==> src/rtl/regfile_mp.sv <==
// -----------------------------------------------------------------------------
// regfile_mp
// Register file with two read ports and two write ports, for the multi-issue
// datapath. Port A carries ALU writeback and port B carries memory/load
// writeback. A per-register pending-write scoreboard flags load-use hazards.
// A sequencer sweeps every entry back to zero between kernel runs.
//
// Ports:
//   clk, rst_n            clock (rising edge) and asynchronous active-low reset
//   rd_addr_1_i/2_i       read port addresses
//   rd_data_1_o/2_o       read port data (combinational, zero latency)
//   wr_en_a_i, wr_addr_a_i, wr_data_a_i   write port A (ALU)
//   wr_en_b_i, wr_addr_b_i, wr_data_b_i   write port B (load); also clears busy
//   busy_set_i, busy_set_addr_i           mark a register as pending load dest
//   busy_1_o/2_o          pending-write flags for the two read addresses
//   clr_start_i           single-cycle pulse that starts a clear sweep
//   clr_busy_o            high while the clear sweep runs
// -----------------------------------------------------------------------------
module regfile_mp #(
   parameter int DATA_W   = 24,
   parameter int ADDR_W   = 4,
   parameter int BYPASS   = 1,
   parameter int ZERO_REG = 1
) (
   input  logic              clk,
   input  logic              rst_n,
   input  logic [ADDR_W-1:0] rd_addr_1_i,
   input  logic [ADDR_W-1:0] rd_addr_2_i,
   output logic [DATA_W-1:0] rd_data_1_o,
   output logic [DATA_W-1:0] rd_data_2_o,
   input  logic              wr_en_a_i,
   input  logic [ADDR_W-1:0] wr_addr_a_i,
   input  logic [DATA_W-1:0] wr_data_a_i,
   input  logic              wr_en_b_i,
   input  logic [ADDR_W-1:0] wr_addr_b_i,
   input  logic [DATA_W-1:0] wr_data_b_i,
   input  logic              busy_set_i,
   input  logic [ADDR_W-1:0] busy_set_addr_i,
   output logic              busy_1_o,
   output logic              busy_2_o,
   input  logic              clr_start_i,
   output logic              clr_busy_o
);

   localparam int NUM_REGS = 2**ADDR_W;

   typedef enum logic {ST_IDLE, ST_CLEAR} state_t;

   state_t              state_q;
   logic [ADDR_W-1:0]   cnt_q;
   logic                clr_busy_q;
   logic [DATA_W-1:0]   regs_q [NUM_REGS];
   logic [NUM_REGS-1:0] busy_q;
   logic [NUM_REGS-1:0] busy_d;

   logic in_idle;
   logic we_a;
   logic we_b;
   logic bset;
   logic fwd_en;

   assign in_idle = (state_q == ST_IDLE);

   // External writes and scoreboard sets are locked out during the sweep;
   // with the zero register enabled, anything aimed at address 0 is dropped.
   assign we_a = wr_en_a_i  && in_idle && !((ZERO_REG != 0) && (wr_addr_a_i == '0));
   assign we_b = wr_en_b_i  && in_idle && !((ZERO_REG != 0) && (wr_addr_b_i == '0));
   assign bset = busy_set_i && in_idle && !((ZERO_REG != 0) && (busy_set_addr_i == '0));

   // Forwarding is off during the sweep so reads show the array as swept so far.
   assign fwd_en = (BYPASS != 0) && in_idle;

   // Clear sequencer: IDLE -> CLEAR for exactly NUM_REGS cycles, cnt walks
   // every address once and wraps back to 0 on the final increment.
   always_ff @(posedge clk or negedge rst_n) begin
      if (!rst_n) begin
         state_q    <= ST_IDLE;
         cnt_q      <= '0;
         clr_busy_q <= 1'b0;
      end else begin
         case (state_q)
            ST_IDLE: begin
               if (clr_start_i) begin
                  state_q    <= ST_CLEAR;
                  cnt_q      <= '0;
                  clr_busy_q <= 1'b1;
               end
            end
            ST_CLEAR: begin
               cnt_q <= cnt_q + 1'b1;
               if (cnt_q == ADDR_W'(NUM_REGS - 1)) begin
                  state_q    <= ST_IDLE;
                  clr_busy_q <= 1'b0;
               end
            end
            default: begin
               state_q    <= ST_IDLE;
               clr_busy_q <= 1'b0;
            end
         endcase
      end
   end

   assign clr_busy_o = clr_busy_q;

   // Register array. Port B is applied after port A so it wins on a collision.
   always_ff @(posedge clk or negedge rst_n) begin
      if (!rst_n) begin
         for (int i = 0; i < NUM_REGS; i++) begin
            regs_q[i] <= '0;
         end
      end else if (!in_idle) begin
         regs_q[cnt_q] <= '0;
      end else begin
         if (we_a) regs_q[wr_addr_a_i] <= wr_data_a_i;
         if (we_b) regs_q[wr_addr_b_i] <= wr_data_b_i;
      end
   end

   // Scoreboard next state: a load completing on port B retires the pending
   // flag, but a new busy_set to the same register in the same cycle is a new
   // producer and must win, so the set is applied last.
   always_comb begin
      busy_d = busy_q;
      if (!in_idle) begin
         busy_d[cnt_q] = 1'b0;
      end else begin
         if (we_b) busy_d[wr_addr_b_i]     = 1'b0;
         if (bset) busy_d[busy_set_addr_i] = 1'b1;
      end
      if (ZERO_REG != 0) busy_d[0] = 1'b0;
   end

   always_ff @(posedge clk or negedge rst_n) begin
      if (!rst_n) busy_q <= '0;
      else        busy_q <= busy_d;
   end

   // Read ports share one mux structure; port B forwarding has priority over
   // port A, matching the write-collision rule.
   for (genvar gi = 0; gi < 2; gi++) begin : g_rd
      logic [ADDR_W-1:0] addr;
      logic [DATA_W-1:0] data;
      logic              busy;
      logic              hit_a;
      logic              hit_b;

      assign addr  = (gi == 0) ? rd_addr_1_i : rd_addr_2_i;
      assign hit_a = fwd_en && wr_en_a_i && (wr_addr_a_i == addr);
      assign hit_b = fwd_en && wr_en_b_i && (wr_addr_b_i == addr);

      always_comb begin
         data = regs_q[addr];
         if (hit_b)      data = wr_data_b_i;
         else if (hit_a) data = wr_data_a_i;
         if ((ZERO_REG != 0) && (addr == '0)) data = '0;
      end

      // A load landing this cycle resolves the hazard immediately when forwarded.
      assign busy = busy_q[addr] && !hit_b;
   end

   assign rd_data_1_o = g_rd[0].data;
   assign rd_data_2_o = g_rd[1].data;
   assign busy_1_o    = g_rd[0].busy;
   assign busy_2_o    = g_rd[1].busy;

endmodule

==> config.mk <==
export PLATFORM = sky130hd
export DESIGN_NAME = regfile_mp
export DESIGN_NICKNAME = d
export VERILOG_FILES = /design/src/rtl/regfile_mp.sv
export SDC_FILE = /design/constraint.sdc
export NUM_CORES = 1
export LEC_CHECK = 0
export CORE_MARGIN = 2
export CORE_UTILIZATION = 55
export CTS_CLUSTER_DIAMETER = 80
export DETAILED_ROUTE_END_ITERATION = 8
export PLACE_DENSITY = 0.74
export SYNTH_ARGS = -nofsm -noshare
export SYNTH_HDL_FRONTEND = slang
export SYNTH_SLANG_ARGS = --single-unit
==> constraint.sdc <==
create_clock -name clk -period 3.2 [get_ports clk]
set_input_delay 0.64 -clock clk [delete_from_list [all_inputs] [get_ports clk]]
set_output_delay 0.64 -clock clk [all_outputs]
set_load 0.02 [all_outputs]
# Word-level counts from Yosys, hierarchy flattened
# Cells that the tools add are included.
# W data, S select, Z words.
# word_totals
output_inout_bits	51
input_bits	74
ff_bits	405
elab_cells	132
# classes
n_lt_le_gt_ge	16
bitwise	13
n_addsub	1
n_mux	46
n_reduce_logical	29
eq_ne	7
# op_table
operator	count
$mux W384	4
$bwmux W384	2
$and A384 B384 Y384	1
$not A384 Y384	1
$mux W24	13
$demux W24 S4	3
$bmux W24 S4	2
$mux W16	4
$and A16 B16 Y16	2
$not A16 Y16	2
$ge A5 B5 Y1 const B	5
$lt A4 B5 Y1 const B	5
$not A4 Y5	5
$logic_not A4 Y1	5
$logic_and A1 B1 Y1	18
$eq A4 B4 Y1	4
$or A16 B16 Y16	1
$lt A5 B1 Y1 const B	3
$demux W1 S4	3
$ge A4 B1 Y1 const B	3
$mux W1	9
$bmux W1 S4	2
$pmux W4 S2	1
$logic_not A1 Y1	5
other kinds (8)	9

# Depth between registers and ports, before layout
# depth
ltp_word	11
mapped_depth	8
mapped_depth_nobuf	6

# Worst setup path after synthesis
# Ideal clock, no wire load.
# synth_timing
path_kind	input -> output
start	input port rd_addr_2_i[1]
end	output port rd_data_2_o[0]
arrival_time_ns	2.376
path_buffers	4
stages	6
t_required_ns	2.560
setup_slack_ns	0.184
path_cell_list	buf_2 > buf_2 > clkbuf_1 > clkbuf_1 > o21ai_0 > a311oi_1
# synth_between
elab_chain_cells	7
elab_cells_between_ends	12
cone_classes	2 x eq/ne; 6 x mux; 1 x bitwise; 3 x reduce/logical
# synth_lines
item	line	source
start, declared	28	input logic [ADDR_W-1:0] rd_addr_2_i,
$not A4 Y5 (not written as such)	153	data = regs_q[addr];
$bmux W24 S4	153	
$mux W24 (not written as such) (2 in a row)	153	
$mux W24	155	else if (hit_a) data = wr_data_a_i;
$mux W24	154	if (hit_b) data = wr_data_b_i;
$mux W24 *	156	if ((ZERO_REG != 0) && (addr == '0)) data = '0;
end, declared	30	output logic [DATA_W-1:0] rd_data_2_o,
# Mark *: on every way between the ends. The rest lies on a longest branch, timed or not. The select of a mux whose other input is x is not followed.

# Worst setup path in the final report
# layout_timing
start	input port rd_addr_1_i[0]
end	output port rd_data_1_o[19]
# layout_between
elab_chain_cells	7
elab_cells_between_ends	12
cone_classes	2 x eq/ne; 6 x mux; 1 x bitwise; 3 x reduce/logical
# layout_lines
item	line	source
start, declared	27	input logic [ADDR_W-1:0] rd_addr_1_i,
$not A4 Y5 (not written as such)	153	
$bmux W24 S4	153	
$mux W24 (not written as such) (2 in a row)	153	
$mux W24	155	
$mux W24	154	
$mux W24 *	156	
end, declared	29	output logic [DATA_W-1:0] rd_data_1_o,
# Marked as above.

==> impl_metrics.py <==
metrics = {
    "cts": {
        "cts_buffers": 49,
        "cts_tree": "yes",
        "htree_levels": 2,
        "cts_buffer_depth": 3,
        "insertion_delay_ns": 0.62,
        "clk_pin_slew_ns": 0.06,
        "cts.sinks": 405,
        "root_buffer": "clkbuf_16",
    },
    "pwr": {
        "ir_worst_vdd_mv": 0.626,
        "power.leakage_nw": 14.8,
        "powerDensity_mw_per_mm2": 712,
    },
    "finish": {
        "final_cell_mix": "1090 x nand2_1, 404 x nor2_1, 404 x dfrtp_1",
        "area_delta_synth_final_pct": 20.0,
        "instances_no_fill": 4639,
        "final_nets": 3931,
        "antennaDiodeCount": 0,
        "final_layout_size_suffix_gt1_share_pct": 22.1,
        "final_common_cell": "nand2_1",
    },
    "critical_path": {
        "reg2reg_from": "state_q",
        "startpoint_type": "input port",
        "startpoint": "rd_addr_1_i[0]",
        "crit_fanout": 10,
        "crit_type": "input port to primary output",
        "arrival_ns": 2.61,
        "end_kind": "primary output",
        "cp.required_ns": 2.56,
    },
    "job": {
        "max-cap-violations": 0,
    },
    "grt": {
        "grt_pass1_wl_mm": 189,
        "grt_pass1_vias": 30400,
        "grt_max_degree": 177,
        "antenna_found_initial": 0,
        "grt_usage_pct": 43.8,
        "grt-ovfl-total": 0,
    },
    "detailed_routing": {
        "wl_per_cell_um": 27.3,
        "vias": 32200,
        "post_drt_via_cell_ratio": 6.93,
        "dr.pass1.iters": 7,
        "wl_mm": 127,
        "drtIter0Drc": 5044,
        "detail-route-antenna-nets": 0,
        "route.detailed.drc": 0,
    },
    "synth": {
        "synthTopCellsByArea": "dfrtp_1 33%, nand2_1 13%, mux4_2 12%",
        "ys_types": 57,
        "avgSynthCellArea_um2": 8.20,
        "synth-edff-count": 0,
        "synth_top_flop_cell": "dfrtp_1",
        "yosysSeqAreaShare_pct": 33.0,
        "synth_fp_nets": 3822,
        "synth_largest_area_cell": "dfrtp_1",
        "synthArstFlopShare_pct": 100,
        "syn-cell-area_mm2": 0.0307,
        "yosys_warnings": 0,
        "synthCells": 3744,
        "synth_top_area_share_pct": 33.0,
        "ys_seq_elements": 405,
    },
    "sta": {
        "fin_crit_sh_pct": 101,
        "timing.final.ws_setup_ns": -0.0479,
        "max-slew-margin-rel_pct": 19.6,
        "finalHoldViolations": 0,
        "finalSetupTns_ns": -0.0925,
        "finalCriticalPeriod_ns": 3.25,
        "setup_viol": 5,
        "fmaxAchievable_mhz": 308,
        "maxSlewViolCount": 0,
        "rsz0062_at_grt": "true",
        "fin_hold_ws_ns": 0.00420,
        "clock-skew-final_ns": 0.0284,
        "worst_pin_slew_ns": 1.20,
    },
    "placement": {
        "gp_congestion": 1.02,
        "place_inst": 4529,
        "post-dp-hpwl_mm": 82.5,
        "port_buffers": 124,
    },
    "floorplanning": {
        "dieArea_mm2": 0.0577,
        "die_h_um": 240,
        "io_pins": 125,
        "die_width_um": 240,
        "start_util_pct": 55.7,
        "core_area_mm2": 0.0551,
        "rows": 86,
    },
    "outcome": {
        "status": "finished, violations left",
        "failed_checks": "negative setup slack",
    },
    "hold_path": {
        "hold_path.class": "input port to async pin",
    },
}
## Yosys cell counts, types with 4 or more instances
cell type / instances
nor2_1: 409
a22oi_1: 8
mux2i_1: 57
o22ai_1: 81
ha_1: 4
dfrtp_1: 405
mux4_2: 169
nand3_1: 18
or3_1: 4
a32oi_1: 7
o21ai_0: 30
and3_1: 342
nor2b_1: 57
mux2_2: 20
clkbuf_1: 236
and2_1: 8
a311oi_1: 13
buf_4: 14
nand2b_1: 10
xnor2_1: 13
o31ai_1: 301
buf_6: 8
inv_1: 5
a21oi_1: 25
xor2_1: 5
buf_2: 141
a211oi_1: 24
nand2_1: 1102
o221ai_1: 13
o21a_1: 34
nor2_2: 8
nor3_1: 17
o31ai_2: 61
buf_1: 27
o221a_2: 34
## layer usage
layer / vias up / GRT usage, % / routed length [µm]
met5: - / 0 / 0
met4: 0 / 28.9 / 9640
met3: 710 / 15.2 / 18700
met2: 2640 / 62.1 / 53500
met1: 15400 / 56.7 / 44800
li1: 13400 / - / -
## sequential cells by signal, indices dropped and copies added, names as in the netlist
name / cells
state_q: 1
busy_q: 15
regs_q: 384
clr_busy_o: 1
cnt_q: 4
## cells by family (layout without fill, tap and decap cells)
kind of cell	Yosys count	after routing	share of synthesized area, %
AND/OR/NAND/NOR	2000	2000	28.7
adder cells (fa/ha/maj)	4	4	0.163
XOR/XNOR	18	18	0.514
AO/OA/AOI/OAI	638	638	16.4
buffers and inverters	433	580	6.25
flip-flops	405	405	33.0
multiplexers	246	246	15.0
## worst paths after layout
path / to / slack, ns / cells past startpoint
setup / recovery: rd_data_1_o[19] / -0.05 / 9
hold / removal: regs_q[210] / 0.004 / 1
setup reg to reg: regs_q[220] / 0.40 / 9
hold reg to reg: regs_q[230] / 0.52 / 2
max in group asynchronous: regs_q[137] / 2.30 / 2
min in group clk: regs_q[230] / 0.52 / 2
## repair_timing
item / CTS / global route
pin swaps: 19 / 14
hold buffers: 0 / 0
resized for setup: 280 / 52
setup buffers: 15 / 3
setup endpoints to repair: 50 / 47
gates cloned: 4 / 2
## power breakdown
group	switching, mW	total [mW]	internal (mW)
Sequential	1.86	8.65	6.80
Clock	2.37	5.64	3.27
Combinational	6.87	11.9	5.06
Total	11.1	26.2	15.1
## layout make-up
type                    count  area, µm²
clock buffers              80       1500
clock inverters             9       77.6
fillers                  4410      18300
inverters                   5       18.8
multi-input cells        2906      19100
flip-flops and latches    405      10100
well taps                 748        936
repair buffers            486       5070
## critical path, cell delays in order
cell	delay, ns
buf_8	0.19
buf_12	0.17
buf_4	0.14
buf_4	0.14
mux4_2	0.31
o22ai_1	0.40
nor2_1	0.16
o221a_2	0.27
buf_2	0.16
## per-stage QoR
step	power [mW]	setup WS, ns	instance area (µm²)	utilization [%]
after floorplan	15.4	0.184	30700	-
after global placement	19.7	-0.753	34700	63.0
after detailed placement	20.0	-0.801	34700	63.0
after CTS	25.6	-0.00807	36600	66.3
after global routing	27.3	-0.0409	36800	66.9
final	26.2	-0.0479	36800	66.9
Note: power is estimated with default switching activity, not from simulation.
